[config.mk]
export PLATFORM = sky130hd
export DESIGN_NAME = alu_issue
export DESIGN_NICKNAME = d
export VERILOG_FILES = /design/src/rtl/alu_issue.sv
export SDC_FILE = /design/constraint.sdc
export NUM_CORES = 1
export LEC_CHECK = 0
export CELL_PAD_IN_SITES_DETAIL_PLACEMENT = 0
export CELL_PAD_IN_SITES_GLOBAL_PLACEMENT = 1
export CORE_UTILIZATION = 28
export CTS_CLUSTER_DIAMETER = 60
export DETAILED_ROUTE_END_ITERATION = 8
export GPL_TIMING_DRIVEN = 0
export PLACE_DENSITY_LB_ADDON = 0.1
export SYNTH_ARGS = -nofsm -noshare
export SYNTH_HDL_FRONTEND = slang
export SYNTH_SLANG_ARGS = --single-unit
[constraint.sdc]
create_clock -name i_clk -period 2.4 [get_ports i_clk]
set_input_delay 0.24 -clock i_clk [delete_from_list [all_inputs] [get_ports i_clk]]
set_output_delay 0.24 -clock i_clk [all_outputs]
set_load 0.01 [all_outputs]
[src/rtl/alu_issue.sv]
// Issue stage between register read and writeback. It decodes one RV32I OP, OP-IMM or BRANCH instruction,
// drives the external ALU for one cycle, and returns a writeback or branch response.
module alu_issue #(
    parameter int XLEN = 32
) (
    input  logic            i_clk,
    input  logic            i_rst,
    input  logic            i_valid,
    output logic            o_ready,
    input  logic [31:0]     i_inst,
    input  logic [XLEN-1:0] i_rs1_data,
    input  logic [XLEN-1:0] i_rs2_data,
    output logic [2:0]      o_alu_opsel,
    output logic            o_alu_sub,
    output logic            o_alu_unsigned,
    output logic            o_alu_arith,
    output logic [XLEN-1:0] o_alu_op1,
    output logic [XLEN-1:0] o_alu_op2,
    input  logic [XLEN-1:0] i_alu_result,
    input  logic            i_alu_eq,
    input  logic            i_alu_slt,
    output logic            o_valid,
    input  logic            i_ready,
    output logic [4:0]      o_rd_waddr,
    output logic [XLEN-1:0] o_rd_wdata,
    output logic            o_rd_wen,
    output logic            o_branch_taken,
    output logic            o_illegal
);

    localparam logic [6:0] OPC_OP     = 7'b0110011;
    localparam logic [6:0] OPC_OPIMM  = 7'b0010011;
    localparam logic [6:0] OPC_BRANCH = 7'b1100011;

    typedef enum logic [1:0] {
        IDLE = 2'd0,
        EXEC = 2'd1,
        DONE = 2'd2
    } state_t;

    typedef enum logic [1:0] {
        CLS_NONE   = 2'd0,
        CLS_ALU    = 2'd1,
        CLS_BRANCH = 2'd2
    } cls_t;

    state_t          state_r;
    cls_t            cls_r;
    logic [2:0]      funct3_r;
    logic [4:0]      rd_r;
    logic            illegal_r;

    logic [6:0]      opcode_s;
    logic [2:0]      funct3_s;
    logic [6:0]      funct7_s;
    cls_t            raw_cls_s;
    logic            raw_illegal_s;
    logic [2:0]      raw_opsel_s;
    logic            raw_sub_s;
    logic            raw_unsigned_s;
    logic            raw_arith_s;
    logic [XLEN-1:0] raw_op1_s;
    logic [XLEN-1:0] raw_op2_s;

    logic [2:0]      dec_opsel_s;
    logic            dec_sub_s;
    logic            dec_unsigned_s;
    logic            dec_arith_s;
    logic [XLEN-1:0] dec_op1_s;
    logic [XLEN-1:0] dec_op2_s;
    logic [4:0]      dec_rd_s;

    logic            cond_s;
    logic            taken_s;
    logic            wen_s;
    logic [XLEN-1:0] wdata_s;

    // Register-index fields are resolved upstream, so the rs1 index bits are not consumed here.
    logic            unused_s;
    assign unused_s = ^i_inst[19:15];

    assign opcode_s = i_inst[6:0];
    assign funct3_s = i_inst[14:12];
    assign funct7_s = i_inst[31:25];

    // Raw decode of the incoming instruction, before illegal encodings are squashed.
    always_comb begin
        raw_cls_s      = CLS_NONE;
        raw_illegal_s  = 1'b1;
        raw_opsel_s    = 3'b000;
        raw_sub_s      = 1'b0;
        raw_unsigned_s = 1'b0;
        raw_arith_s    = 1'b0;
        raw_op1_s      = {XLEN{1'b0}};
        raw_op2_s      = {XLEN{1'b0}};
        case (opcode_s)
            OPC_OP: begin
                raw_cls_s      = CLS_ALU;
                raw_opsel_s    = funct3_s;
                raw_op1_s      = i_rs1_data;
                raw_op2_s      = i_rs2_data;
                raw_sub_s      = (funct3_s == 3'b000) & funct7_s[5];
                raw_arith_s    = (funct3_s == 3'b101) & funct7_s[5];
                raw_unsigned_s = (funct3_s == 3'b011);
                if (funct7_s == 7'b0000000) begin
                    raw_illegal_s = 1'b0;
                end else if ((funct7_s == 7'b0100000) &&
                             ((funct3_s == 3'b000) || (funct3_s == 3'b101))) begin
                    raw_illegal_s = 1'b0;
                end else begin
                    raw_illegal_s = 1'b1;
                end
            end
            OPC_OPIMM: begin
                raw_cls_s      = CLS_ALU;
                raw_opsel_s    = funct3_s;
                raw_op1_s      = i_rs1_data;
                raw_arith_s    = (funct3_s == 3'b101) & i_inst[30];
                raw_unsigned_s = (funct3_s == 3'b011);
                // Shifts take a 5-bit shamt; everything else takes the sign-extended I-immediate.
                if ((funct3_s == 3'b001) || (funct3_s == 3'b101)) begin
                    raw_op2_s = {{(XLEN-5){1'b0}}, i_inst[24:20]};
                end else begin
                    raw_op2_s = {{(XLEN-12){i_inst[31]}}, i_inst[31:20]};
                end
                case (funct3_s)
                    3'b001:  raw_illegal_s = (funct7_s != 7'b0000000);
                    3'b101:  raw_illegal_s = (funct7_s != 7'b0000000) &&
                                             (funct7_s != 7'b0100000);
                    default: raw_illegal_s = 1'b0;
                endcase
            end
            OPC_BRANCH: begin
                raw_cls_s      = CLS_BRANCH;
                raw_opsel_s    = 3'b000;
                raw_sub_s      = 1'b1;
                raw_unsigned_s = funct3_s[1];
                raw_op1_s      = i_rs1_data;
                raw_op2_s      = i_rs2_data;
                raw_illegal_s  = (funct3_s == 3'b010) || (funct3_s == 3'b011);
            end
            default: begin
                raw_cls_s     = CLS_NONE;
                raw_illegal_s = 1'b1;
            end
        endcase
    end

    // Illegal encodings present all-zero controls and operands to the ALU.
    assign dec_opsel_s    = raw_illegal_s ? 3'b000 : raw_opsel_s;
    assign dec_sub_s      = raw_illegal_s ? 1'b0 : raw_sub_s;
    assign dec_unsigned_s = raw_illegal_s ? 1'b0 : raw_unsigned_s;
    assign dec_arith_s    = raw_illegal_s ? 1'b0 : raw_arith_s;
    assign dec_op1_s      = raw_illegal_s ? {XLEN{1'b0}} : raw_op1_s;
    assign dec_op2_s      = raw_illegal_s ? {XLEN{1'b0}} : raw_op2_s;
    assign dec_rd_s       = (raw_cls_s == CLS_ALU) ? i_inst[11:7] : 5'd0;

    // Branch condition from the captured funct3 and the ALU compare flags.
    always_comb begin
        cond_s = 1'b0;
        case (funct3_r)
            3'b000:  cond_s = i_alu_eq;
            3'b001:  cond_s = ~i_alu_eq;
            3'b100:  cond_s = i_alu_slt;
            3'b101:  cond_s = ~i_alu_slt;
            3'b110:  cond_s = i_alu_slt;
            3'b111:  cond_s = ~i_alu_slt;
            default: cond_s = 1'b0;
        endcase
    end

    assign taken_s = ~illegal_r & (cls_r == CLS_BRANCH) & cond_s;
    assign wen_s   = ~illegal_r & (cls_r == CLS_ALU) & (rd_r != 5'd0);
    assign wdata_s = (~illegal_r & (cls_r == CLS_ALU)) ? i_alu_result : {XLEN{1'b0}};

    // Issue FSM: accept in IDLE, capture the ALU response in EXEC, hold the response in DONE.
    always_ff @(posedge i_clk) begin
        if (i_rst) begin
            state_r        <= IDLE;
            cls_r          <= CLS_NONE;
            funct3_r       <= 3'b000;
            rd_r           <= 5'd0;
            illegal_r      <= 1'b0;
            o_ready        <= 1'b1;
            o_alu_opsel    <= 3'b000;
            o_alu_sub      <= 1'b0;
            o_alu_unsigned <= 1'b0;
            o_alu_arith    <= 1'b0;
            o_alu_op1      <= {XLEN{1'b0}};
            o_alu_op2      <= {XLEN{1'b0}};
            o_valid        <= 1'b0;
            o_rd_waddr     <= 5'd0;
            o_rd_wdata     <= {XLEN{1'b0}};
            o_rd_wen       <= 1'b0;
            o_branch_taken <= 1'b0;
            o_illegal      <= 1'b0;
        end else begin
            case (state_r)
                IDLE: begin
                    if (i_valid) begin
                        o_alu_opsel    <= dec_opsel_s;
                        o_alu_sub      <= dec_sub_s;
                        o_alu_unsigned <= dec_unsigned_s;
                        o_alu_arith    <= dec_arith_s;
                        o_alu_op1      <= dec_op1_s;
                        o_alu_op2      <= dec_op2_s;
                        cls_r          <= raw_cls_s;
                        funct3_r       <= funct3_s;
                        rd_r           <= dec_rd_s;
                        illegal_r      <= raw_illegal_s;
                        o_ready        <= 1'b0;
                        state_r        <= EXEC;
                    end else begin
                        o_ready <= 1'b1;
                        state_r <= IDLE;
                    end
                end
                EXEC: begin
                    o_rd_waddr     <= rd_r;
                    o_rd_wdata     <= wdata_s;
                    o_rd_wen       <= wen_s;
                    o_branch_taken <= taken_s;
                    o_illegal      <= illegal_r;
                    o_valid        <= 1'b1;
                    state_r        <= DONE;
                end
                DONE: begin
                    if (i_ready) begin
                        o_valid <= 1'b0;
                        o_ready <= 1'b1;
                        state_r <= IDLE;
                    end else begin
                        state_r <= DONE;
                    end
                end
                default: begin
                    o_valid <= 1'b0;
                    o_ready <= 1'b1;
                    state_r <= IDLE;
                end
            endcase
        end
    end

endmodule

# After elaboration in Yosys (flattened, before gate mapping)
# Index checks and enable logic that the tools add are counted.
dict set report op_classes {
  muxes 29
  n_reduce_logical 19
  bitwise_logic 11
  n_eq_ne 20
}
# op count
set op_table {}
lappend op_table {{$mux 32} 5}
lappend op_table {{$pmux 32 s2} 1}
lappend op_table {{$eq 3x3->1 const B} 5}
lappend op_table {{$eq 7x6->1 const B} 2}
lappend op_table {{$mux 1} 10}
lappend op_table {{$pmux 1 s3} 3}
lappend op_table {{$reduce_or 2->1} 4}
lappend op_table {{$eq 7x5->1 const B} 1}
lappend op_table {{$eq 7x7->1 const B} 1}
lappend op_table {{$logic_not 7->1} 1}
lappend op_table {{$ne 7x6->1 const B} 1}
lappend op_table {{$reduce_bool 7->1} 1}
lappend op_table {{$and 1x1->1} 6}
lappend op_table {{$eq 2x1->1 const B} 3}
lappend op_table {{$eq 3x1->1 const B} 2}
lappend op_table {{$eq 3x2->1 const B} 2}
lappend op_table {{$logic_not 3->1} 2}
lappend op_table {{$mux 3} 2}
lappend op_table {{$pmux 1 s2} 3}
lappend op_table {{$pmux 2 s3} 1}
lappend op_table {{$reduce_and 2->1} 3}
lappend op_table {{$mux 5} 1}
lappend op_table {{$not 1->1} 5}
lappend op_table {{$reduce_bool 5->1} 1}
lappend op_table {{9 further kinds} 13}
dict set report word_totals {
  register_bits 125
  output_inout_bits 112
}

# Depth between registers and ports, before layout
# Gate-level depths: netlist of run 1.
dict set report depth {
  word_depth 7
  depth_mapped 7
  mapped_depth_nobuf 5
}

# Worst setup path before layout of run 1
# Ideal clock, no wire load.
dict set report synth_timing {
  path_kind {in2reg}
  from {input port i_inst[25]}
  to {register o_alu_op2[15]}
  slack_ps 413
  setup_ps 73
  path_buffers 2
  arrival_time_ps 1914
  t_required_ps 2327
  cell_stages 7
  cell_sequence {or4_1 > a2111oi_2 > a221oi_1 > a221o_1 > buf_6 > buf_6 > nor3_2}
}
dict set report synth_between {
  elab_chain_cells 6
  word_cells_on_any_way 11
  cone_classes {eq/ne: 2; mux: 5; reduce/logical: 4}
}
# element line
set synth_lines {}
lappend synth_lines {{from (decl)} 10} ;# input logic [31:0] i_inst,
lappend synth_lines {{$eq 7x6->1} 107} ;# end else if ((funct7_s == 7'b0100000) &&
lappend synth_lines {{$logic_and 1x1->1} 107}
lappend synth_lines {{$mux 1} 107}
lappend synth_lines {{$mux 1} 105} ;# if (funct7_s == 7'b0000000) begin
lappend synth_lines {{$pmux 1 s3 (*)} 96} ;# case (opcode_s)
lappend synth_lines {{$mux 32 (*)} 155} ;# assign dec_op2_s = raw_illegal_s ? {XLEN{1'b0}} : raw_op2_s;
lappend synth_lines {{to (signal assigned)} 190} ;# o_alu_op2 <= {XLEN{1'b0}};
lappend synth_lines {{to (signal assigned)} 206} ;# o_alu_op2 <= dec_op2_s;
lappend synth_lines {{to (decl)} 18} ;# output logic [XLEN-1:0] o_alu_op2,
# Every way passes the cells marked *; elsewhere a longest branch is shown, timed or not.
# A chain may end at the register's enable or synchronous reset.

# Worst setup path after layout of run 1
dict set report layout_timing {
  from {input port i_inst[13]}
  to {register o_alu_op2[26]}
}
dict set report layout_between {
  elab_chain_cells 7
  word_cells_on_any_way 16
  cone_classes {eq/ne: 4; mux: 7; reduce/logical: 5}
}
# element line
set layout_lines {}
lappend layout_lines {{$eq 3x3->1 or $logic_not 3->1 (tied branches)} {108, 121, 126}}
lappend layout_lines {{$logic_or 1x1->1} 108} ;# ((funct3_s == 3'b000) || (funct3_s == 3'b101))) begin
lappend layout_lines {{$logic_and 1x1->1} 107}
lappend layout_lines {{$mux 1} 107}
lappend layout_lines {{$mux 1} 105}
lappend layout_lines {{$pmux 1 s3} 96}
lappend layout_lines {{$mux 32 (*)} 155}
# Marks and branches as above.

==> impl_metrics.ini, run 1 <==
[run_status]
outcome = complete, no violations

[floorplanning]
pin_count = 246
die-area_mm2 = 0.01725
rows = 46
die_h_um = 131.3
die_x_um = 131.3
core_area_mm2 = 0.01612
start_util = 0.2906

[pwr]
finalPower_mw = 5.631
p_clk_frac = 0.482
p_sw_frac = 0.2281
vdd_ir_drop_max_v = 0.0005056
power_frac_comb = 0.130
p_switching_mw = 1.285
p_seq_frac = 0.388
power_density_mw_per_mm2 = 702.7
p_leak_nw = 2.841
p_int_mw = 4.347

[worst_hold_path]
hp-start = i_inst[14]
min_path_type = in -> reg
hold_path_depth = 3
min_to = funct3_r[2]

[synth]
ys_ff_latch = 125
synth_nets = 679
ys.flop_type = dfxtp_1
synth_edf_count = 0
yosysWarnings = 0
synth_area_leaders = dfxtp_1, a21oi_1, nand2_1
async_reset_ff_frac = 0
synth_area_mm2 = 0.004683
synth_cells = 545
yosys.cell_types.count = 37
syn_avg_cell_area_um2 = 8.593
ys_seq_area_frac = 0.5343
yosysTopAreaCell = dfxtp_1
synth_top_area_frac = 0.5343

[cts]
cts_hold_buf = 0
clkSinkCount = 125
clock_latency_ns = 0.42
clk_pin_slew_ns = 0.05
clockBufferDepth = 2
ctsHtreeMaxLevel = 4
cts_made_buffers = 17
cts_tree = yes
cts-root-buf = clkbuf_16
postCtsSetupBuffers = 0

[setup_path]
rrSetupSlack_ns = 0.30
cp-start-kind = input pin
crit_path_max_fanout = 10
crit_arrival_ns = 2.60
critPathKind = in -> reg
reg2reg_from = state_r[1]
cp-end-kind = register
reg2regPathDepth = 7
timing.rr.end = o_rd_wdata[11]
cp_data_required_time_ns = 2.74

[sta]
fmaxAchievable_ghz = 0.4410
period_minus_slack_ns = 2.268
hold_viol_final = 0
final.setup.tns_ns = 0
slew_violations = 0
max_slew_margin = 0.5885
grt_setup_unrepaired = no
hold_slack_ns = 0.2602
fin_skew_ns = 0.01099
setup_viol = 0
post-route-period-util = 0.9449
worst_pin_slew_ns = 0.6173

[detailed_routing]
wl_per_cell_um = 15.07
dr.first_iter.drc_count = 141
vias = 4796
firstDrtPassIters = 4
drc = 0
drt-total-wl_um = 15580
vias_per_cell = 4.638
ant_nets = 0

[final_layout]
nFillCells = 1538
final_cell_mix = clkdlybuf4s50_1, dfxtp_1, nand2_1, nor2_1, a21oi_1
finalCoreUtilization = 0.4973
final_common_cell = clkdlybuf4s50_1
finalNetCount = 939
final_layout_size_suffix_gt1_frac = 0.07457
diodes = 0
syn_to_final_growth_pct = 71.12

[place]
port_buffers = 240
dp_hpwl_um = 11910
globalplace.congestion = 0.7825

[global_routing]
gr-usage-all-layers = 0.1830
grt_max_degree = 17
grt_pass1_wl_um = 24830
antenna_found_initial = 0
grt_pass1_vias = 4912
overflow = 0

[run]
maxCapViolations = 0
[critical path, stage by stage]
cell             delay, ns
clkdlybuf4s50_1       0.57
or4_1                 0.56
o21ai_0               0.16
a221oi_1              0.15
a221o_1               0.43
buf_6                 0.17
buf_6                 0.15
nor3_2                0.17
[synth_stat cells (3+ instances only)]
cell,n
a221oi_1,12
nand2b_1,4
a22o_1,4
buf_6,3
buf_2,4
clkbuf_1,34
a22oi_1,32
nand3_1,6
a21oi_1,74
nor3_1,20
dfxtp_1,125
nand2_1,97
nor2_1,76
nor3_2,18
or4_1,3
nor2b_1,4
o21ai_0,6
[area by class of cell]
cell class / count / area, um2 / area share
Buffer: 42 / 186.4 / 0.02326
Tap cell: 216 / 270.3 / 0.03372
Multi-Input combinational cell: 376 / 2003 / 0.2500
Sequential cell: 125 / 2502 / 0.3123
Inverter: 2 / 7.507 / 0.0009368
Timing Repair Buffer: 241 / 2410 / 0.3007
Clock inverter: 11 / 163.9 / 0.02045
Clock buffer: 21 / 470.5 / 0.05870
[kinds of logic after synthesis]
| group | share of synthesized area |
|---|---|
| flip-flops | 0.5343 |
| XOR/XNOR | 0.005611 |
| AO/OA/AOI/OAI | 0.1793 |
| buffers and inverters | 0.04114 |
| AND/OR/NAND/NOR | 0.2396 |
[how the worst max path moves through the flow]
stage,from,end,slack [ns],cells after the start
detailed placement,i_inst[13],o_alu_op2[16],-0.29,8
CTS,state_r[0],funct3_r[2],0.11,7
global placement,i_inst[13],o_alu_op2[22],-0.29,8
finish,i_inst[13],o_alu_op2[26],0.13,8
floorplan,i_inst[25],o_alu_op2[15],0.41,7
global route,i_inst[13],o_alu_op1[15],0.01,8
[power by group through the flow]
stage / combinational (mW) / clock [mW] / sequential, mW
2_1_floorplan: 0.271 / 0 / 2.25
3_3_place_gp: 0.729 / 0 / 2.22
3_5_place_dp: 0.738 / 0 / 2.23
4_1_cts: 0.744 / 2.79 / 2.18
5_1_grt: 0.803 / 2.87 / 2.19
6_report: 0.735 / 2.71 / 2.18
[repair_timing]
item                       CTS  global route
pin swaps                    0             0
gates resized for setup      1             4
setup endpoints to repair   20            28
gates cloned                 0             0
[registers in the layout (all words and copies together) (netlist names), 2 cells and up]
register     cells
o_alu_op2       32
state_r          2
o_rd_waddr       5
cls_r            2
funct3_r         3
rd_r             5
o_alu_opsel      3
o_rd_wdata      32
o_alu_op1       32
[layer usage]
metal | track usage | part of all wire | routed length (um)
met4 | 0.06718 | 0.012 | 193
met5 | 0 | 0 | 0
met2 | 0.3189 | 0.50 | 7754
met3 | 0.07677 | 0.085 | 1328
met1 | 0.1967 | 0.40 | 6302
[through the flow]
stage	instances	cell area (um2)	worst slack (ns)
floorplan	545	4683	0.4126
global placement	1001	7356	-0.2902
detailed placement	1002	7361	-0.2855
CTS	1034	8001	0.1077
global route	1034	8014	0.01140
finish	1034	8014	0.1323
(Power assumes the default switching activity.)
==> inputs of run 2 (changes only) <==
Settings changed: PLACE_DENSITY set to 0.87, PLACE_DENSITY_LB_ADDON 0.1 to not set.
==> run 2 against run 1 <==
  * Flip-flop and latch count unchanged
  * Non-clock buffer count fell by 1
  * Sequential power barely moved
  * Clock power shrank 2%
  * Hold slack got worse by 0.015 ns
  * Via count increased by 0.19%
  * Critical path depth unchanged
  * Clock-buffer cell count fell by 4
  * Wire length fell by 0.66%
  * Largest cell class unchanged
==> impl_metrics.ini, run 2 (synthesis gave the netlist of run 1 again) <==
[setup_path]
crit_arrival_ns = 2.56
cp-end-kind = register
critPathKind = in -> reg
cp-start-kind = input pin
cp_data_required_time_ns = 2.73
crit_slowest_cell = or4_1
cp_cell_sequence = clkdlybuf4s50_1 > or4_1 > a2111oi_2 > a221oi_1 > a221o_1 > buf_6 > buf_2 > a21oi_1
critPathMaxStageDelay_ns = 0.58
crit_path_max_fanout = 10

[place]
globalplace.congestion = 0.8049
dp.cells = 1001
port_buffers = 240
dp_hpwl_um = 11450

[cts]
cts-root-buf = clkbuf_16
cts_tree = yes
postCtsSetupBuffers = 0
clk_pin_slew_ns = 0.06
cts_made_buffers = 17
ctsHtreeMaxLevel = 4
clockBufferDepth = 2
clkSinkCount = 125
clock_latency_ns = 0.40

[final_layout]
final_layout_size_suffix_gt1_frac = 0.07466
final_cell_mix = clkdlybuf4s50_1, dfxtp_1, nand2_1, nor2_1, a21oi_1
reg_top3 = o_alu_op1 x32, o_alu_op2 x32, o_rd_wdata x32
finalNetCount = 938
syn_to_final_growth_pct = 70.59
instances_no_fill = 1034
nFillCells = 1593
final_common_cell = clkdlybuf4s50_1

[sta]
max_slew_margin = 0.5116
worst_pin_slew_ns = 0.7227
setup_viol = 0
fin_skew_ns = 0.009193
period_minus_slack_ns = 2.231
post-route-period-util = 0.9294
slew_violations = 0
grt_setup_unrepaired = no
hold_viol_final = 0
fmaxAchievable_ghz = 0.4483
hold_slack_ns = 0.2454

[detailed_routing]
drt-total-wl_um = 15480
vias = 4805
ant_nets = 0
firstDrtPassIters = 4
drc = 0
vias_per_cell = 4.647
wl_per_cell_um = 14.97
dr.first_iter.drc_count = 196

[worst_hold_path]
min_path_type = in -> reg

[global_routing]
overflow = 0
grt_pass1_vias = 4662
grt_max_degree = 17
grt_pass1_wl_um = 24700
gr-usage-all-layers = 0.1820
antenna_found_initial = 1

[pwr]
vdd_ir_drop_max_v = 0.0004589
p_leak_nw = 2.815
power_density_mw_per_mm2 = 697.0

[floorplanning]
rows = 46
die-area_mm2 = 0.01725
core_area_mm2 = 0.01612
start_util = 0.2906
die_x_um = 131.3
die_h_um = 131.3
pin_count = 246

[run]
maxCapViolations = 0

[run_status]
outcome = complete, no violations
-- run 2: cell count changes in the layout (fill, tap and decap cells not counted), sizes merged --
cell | before | now
bufinv | 4 | 3
inv | 2 | 7
diode | 0 | 1
clkdlybuf4s50 | 239 | 238
clkbuf | 55 | 51
clkinvlp | 2 | 6
dlymetal6s2s | 1 | 2
buf | 9 | 8
clkinv | 5 | 1
-- run 2: metal layers --
metal	part of all wire	track usage	vias up
met2	0.47	0.2982	170
met4	0.014	0.06460	0
met3	0.073	0.06173	18
met1	0.44	0.2211	2215
li1	-	-	2402
met5	0	0	-
-- run 2: critical path, delay by kind of cell --
family | cells | cell delay [ns]
AOI/OAI and AO/OA | 4 | 0.95
and+or+nand+nor | 1 | 0.58
buffers and inverters | 3 | 0.79
-- run 2: final cells by class --
class | count | area (um2) | area share
flip-flops and latches | 125 | 2502 | 0.3132
repair buffers | 240 | 2407 | 0.3013
multi-input cells | 376 | 2003 | 0.2507
clock buffers | 17 | 425.4 | 0.05325
well taps | 216 | 270.3 | 0.03383
plain buffers | 42 | 186.4 | 0.02334
clock inverters | 15 | 183.9 | 0.02302
inverters | 2 | 7.507 | 0.0009397
diodes | 1 | 2.502 | 0.0003132
-- run 2: where the power goes --
group / leakage (nW) / internal, mW / switching [mW]
registers: 1.01 / 2.14 / 0.0364
logic: 1.52 / 0.387 / 0.345
clock network: 0.279 / 1.65 / 1.01
-- run 2: path summary, 6_finish.rpt --
path	slack [ns]	from	endpoint	cells after the start
worst max-delay path	0.17	i_inst[25]	o_alu_op1[22]	8
worst min-delay path	0.25	i_inst[14]	funct3_r[2]	3
worst max register to register	0.34	state_r[1]	o_rd_wdata[11]	6
worst min register to register	0.45	o_branch_taken	o_branch_taken	2
-- run 2: timing repair --
action / 4_1_cts / 5_1_grt
endpoints found under the setup margin: 30 / 26
resized for setup: 1 / 5
pin swaps: 0 / 0
hold buffers: 0 / 0
hold endpoints to repair: 0 / 0
-- run 2: metrics by stage --
step | cell area [um2] | TNS (ns) | setup slack, ns | total power, mW | utilization
final | 7989 | 0 | 0.1694 | 5.568 | 0.4957
after global placement | 7356 | -19.04 | -0.2776 | 2.958 | 0.4564
after floorplan | 4683 | 0 | 0.4126 | 2.523 | -
after CTS | 7971 | 0 | 0.1134 | 5.637 | 0.4946
after detailed placement | 7356 | -18.26 | -0.2758 | 2.960 | 0.4564
after global routing | 7989 | 0 | 0.005047 | 5.821 | 0.4957
